--- src/rtl/stream_demux_reg.sv ---
// Registered 1:N word-stream demultiplexer with per-channel one-entry holding registers,
// unicast/broadcast routing, a sticky out-of-range select flag and an accepted-word counter.
module stream_demux_reg #(
    parameter int WIDTH    = 16,
    parameter int CHANNELS = 8,
    parameter int SEL_W    = 3,
    parameter int CNT_W    = 16
) (
    input  logic                      clk,
    input  logic                      rst,
    input  logic                      in_valid,
    output logic                      in_ready,
    input  logic [SEL_W-1:0]          in_sel,
    input  logic                      in_bcast,
    input  logic [WIDTH-1:0]          in_data,
    output logic [CHANNELS*WIDTH-1:0] out_data,
    output logic [CHANNELS-1:0]       out_valid,
    input  logic [CHANNELS-1:0]       out_ready,
    output logic                      sel_err,
    output logic [CNT_W-1:0]          xfer_count
);

    logic [CHANNELS-1:0] free;
    logic [CHANNELS-1:0] hit;
    logic [CHANNELS-1:0] load;
    logic                sel_ok;
    logic                sel_free;
    logic                accept;

    // A draining register counts as free, so a channel sustains one word per cycle.
    assign free   = ~out_valid | out_ready;
    assign sel_ok = {1'b0, in_sel} < (SEL_W + 1)'(CHANNELS);

    always_comb begin
        hit      = '0;
        sel_free = 1'b0;
        for (int k = 0; k < CHANNELS; k++) begin
            hit[k] = (in_sel == SEL_W'(k));
            if (hit[k]) begin
                sel_free = free[k];
            end
        end
    end

    // Out-of-range unicast words are always taken so the source never stalls on them.
    assign in_ready = in_bcast ? (&free) : (sel_ok ? sel_free : 1'b1);
    assign accept   = in_valid & in_ready;
    assign load     = {CHANNELS{accept}} & (hit | {CHANNELS{in_bcast}});

    always_ff @(posedge clk) begin
        if (rst) begin
            out_data   <= '0;
            out_valid  <= '0;
            sel_err    <= 1'b0;
            xfer_count <= '0;
        end else begin
            for (int k = 0; k < CHANNELS; k++) begin
                if (load[k]) begin
                    out_data[k*WIDTH +: WIDTH] <= in_data;
                    out_valid[k]               <= 1'b1;
                end else if (out_ready[k]) begin
                    out_valid[k] <= 1'b0;
                end
            end
            if (accept) begin
                xfer_count <= xfer_count + CNT_W'(1);
            end
            if (accept && !in_bcast && !sel_ok) begin
                sel_err <= 1'b1;
            end
        end
    end

endmodule

--- config.mk ---
export PLATFORM = sky130hd
export DESIGN_NAME = stream_demux_reg
export DESIGN_NICKNAME = d
export VERILOG_FILES = /design/src/rtl/stream_demux_reg.sv
export SDC_FILE = /design/constraint.sdc
export NUM_CORES = 1
export LEC_CHECK = 0
export ABC_AREA = 0
export BUFFER_PORTS_ARGS = -buffer_cell sky130_fd_sc_hd__buf_2
export CORE_UTILIZATION = 57
export CTS_BUF_LIST = sky130_fd_sc_hd__clkbuf_4
export CTS_CLUSTER_DIAMETER = 120
export DETAILED_ROUTE_END_ITERATION = 8
export PLACE_DENSITY = 0.88
export SETUP_SLACK_MARGIN = 0.4
export SLEW_MARGIN = 20
export SYNTH_ARGS = -nofsm -noshare
export SYNTH_HDL_FRONTEND = slang
export SYNTH_SLANG_ARGS = --single-unit
export TNS_END_PERCENT = 10
--- constraint.sdc ---
create_clock -name clk -period 4 [get_ports clk]
set_clock_uncertainty 0.1 [all_clocks]
set_input_delay 0.4 -clock clk [delete_from_list [all_inputs] [get_ports clk]]
set_output_delay 0.4 -clock clk [all_outputs]
set_load 0.05 [all_outputs]
==> qor.yml <==
path_buf_inv: 1
path_class: "flip-flop to output port"
start_util: 0.597
clock_path_buffers: 2
worstPathRequired_ns: 3.50
tritoncts: "done"
synth_cell_types: 48
synth-edff-count: 0
crit_family: "compound AO/OA/AOI/OAI gates"
met1_usage: 0.333
critPathLaunchType: "flip-flop"
final_cell_mix: "buf_2, dfxtp_1, nor2_1"
synth_seq_cells: 152
cpMaxStageDelayCell: "a221oi_4"
core-area_um2: 9950
critPathArrivalTime_ns: 2.81
port_buffers: 183
die_w_um: 104
critical-path-max-stage-delay_ns: 0.74
setup_viol: 0
cts_sinks: 152
leakage_uw: 0.00384
cts_max_level: 4
gp_congestion: 0.868
hold_start: "out_ready[2]"
drt-total-wl_um: 14700
final_common_cell: "buf_2"
antennaDiodeCount: 0
post_cts_resized: 0
via_count: 4752
cp_cell_sequence: "nor2b_1 -> mux2_1 -> a22o_1 -> a221oi_4 -> or2_2 -> buf_2"
crit_path_end_kind: "output port"
rows: 36
synthArstFlopShare: 0
drtIter0Drc: 197
fillers: 770
hp-class: "input port to flip-flop"
synth.yosys.seq_area_share: 0.512
area_growth_pct: 20.0
power.density_nw_per_um2: 463
finalHoldViolCount: 0
utilization: 0.716
cts_setup_buffers: 0
vdd_drop_max_v: 0.000371
synth_cells: 593
postRouteAntennaNets: 0
cp_max_fo: 17
grt_pass1_wl_um: 23400
grtUsageTotal: 0.276
syn-num-nets: 625
syn_avg_cell_area_um2: 10.0
synth_area_um2: 5940
grt.busiest_layer: "met2"
final.min_clock_period_ns: 3.31
slew_headroom: 0.283
ctsHoldBuffers: 0
setup_tns_ns: 0
place_hpwl_um: 10200
min_period_over_period: 0.826
rr_worst_depth: 7
fmax_ghz: 0.303
drc_errors: 0
clkTransAtPathRegs_ns: 0.10
worstMarginPinSlew_ns: 1.08
grt_max_degree: 110
hold_depth: 3
drive_gt1_frac: 0.308
ios: 185
nets: 776
drt_pass1_iterations: 6
grt_pass1_vias: 4541
cts_made_buffers: 17
via_per_inst: 5.35
grt-ovfl-total: 0
die-area_um2: 10800
drv_slew: 0
synthFlopType: "dfxtp_1"
use_met2: 0.440
outcome: "finished, final reports clean"
avgRoutedWirePerCell_um: 16.6
path_depth: 6
met3_usage: 0.102
holdPathEnd: "out_valid[2]"
clock_latency_ns: 0.53
yosysWarnings: 0
maxCapViolations: 0
cts_root_buffer: "clkbuf_4"
antenna_found_initial: 0
r2r-start: "out_valid[7]"
rsz0062_at_grt: "false"
rr_endpoint: "out_data[19]"
fp.dieH_um: 104
ff2ff_setup_slack_ns: 1.14
crit_path_start: "out_valid[7]"
-- flip-flops by register name, indices dropped and copies added (netlist names) --
register and cells:
out_data 128, out_valid 8, xfer_count 16
-- per-stage QoR --
step | instances | area [um^2] | total power [uW] | hold slack, ns | setup slack, ns
3_3_place_gp | 858 | 6820 | 2340 | 0.356 | 1.10
2_1_floorplan | 593 | 5940 | 2200 | 0.478 | 1.47
3_5_place_dp | 858 | 6820 | 2350 | 0.376 | 1.02
5_1_grt | 889 | 7130 | 3440 | 0.0388 | 0.508
4_1_cts | 889 | 7120 | 3320 | 0.0172 | 0.717
6_report | 889 | 7130 | 3300 | 0.0530 | 0.695
-- where the power goes --
part / switching [uW] / leakage, uW / total [uW] / internal, uW
Clock: 529 / 0.000145 / 980 / 451
Combinational: 505 / 0.00246 / 692 / 186
Sequential: 41.2 / 0.00124 / 1630 / 1590
-- cells in the mapped netlist, types with 2 or more instances --
master     count  area (um^2)
dfxtp_1      152         3040
nor2_1       148          556
mux2i_1      128         1280
clkbuf_1      36          135
xor2_1        13          114
buf_2         11         55.1
a21oi_1       10         50.1
and3_1         9         56.3
buf_4          8         60.1
nand2b_1       7         43.8
nor2b_1        7         43.8
o211ai_1       7         52.6
nand2_1        6         22.5
o21ai_0        5         25.0
o21ai_1        4         20.0
nand4_1        3         18.8
o2111ai_1      3         26.3
and2_1         2         12.5
buf_6          2         22.5
nand3_1        2         10.0
o21a_1         2         15.0
o221a_2        2         22.5
-- how the worst max path moves through the flow --
stage	slack (ns)	end
2_1_floorplan	1.47	out_data[70]
3_3_place_gp	1.10	out_data[22]
3_5_place_dp	1.02	out_data[19]
4_1_cts	0.72	in_ready
5_1_grt	0.51	in_ready
6_report	0.69	in_ready
-- layout make-up --
cell class | instances | area, um^2 | area share
sequential | 152 | 3040 | 0.427
clock buffer | 20 | 150 | 0.0211
timing repair buffer | 189 | 963 | 0.135
tap | 133 | 166 | 0.0233
clock inverter | 11 | 149 | 0.0209
inverter | 1 | 3.75 | 0.000527
multi-input combinational | 383 | 2650 | 0.372
-- tightest hold or removal path, cell delays in order --
cell and delay, ns:
buf_2 0.08, nand2b_1 0.09, a21oi_1 0.06
-- logic make-up after synthesis --
family	share of synthesized area
adders and majority gates	0.00211
muxes	0.218
xor gates and xnor gates	0.0192
and+or+nand+nor	0.152
DFF	0.512
buffers and inverters	0.0466
AOI/OAI and AO/OA	0.0493
other	0.000632
-- routing by layer --
metal	wire length, um	vias to the layer above	share of wire
met3	1170	35	0.080
met5	0	-	0
met2	6960	203	0.47
met4	422	0	0.029
li1	-	2283	-
met1	6160	2231	0.42
(Power assumes the default switching activity.)
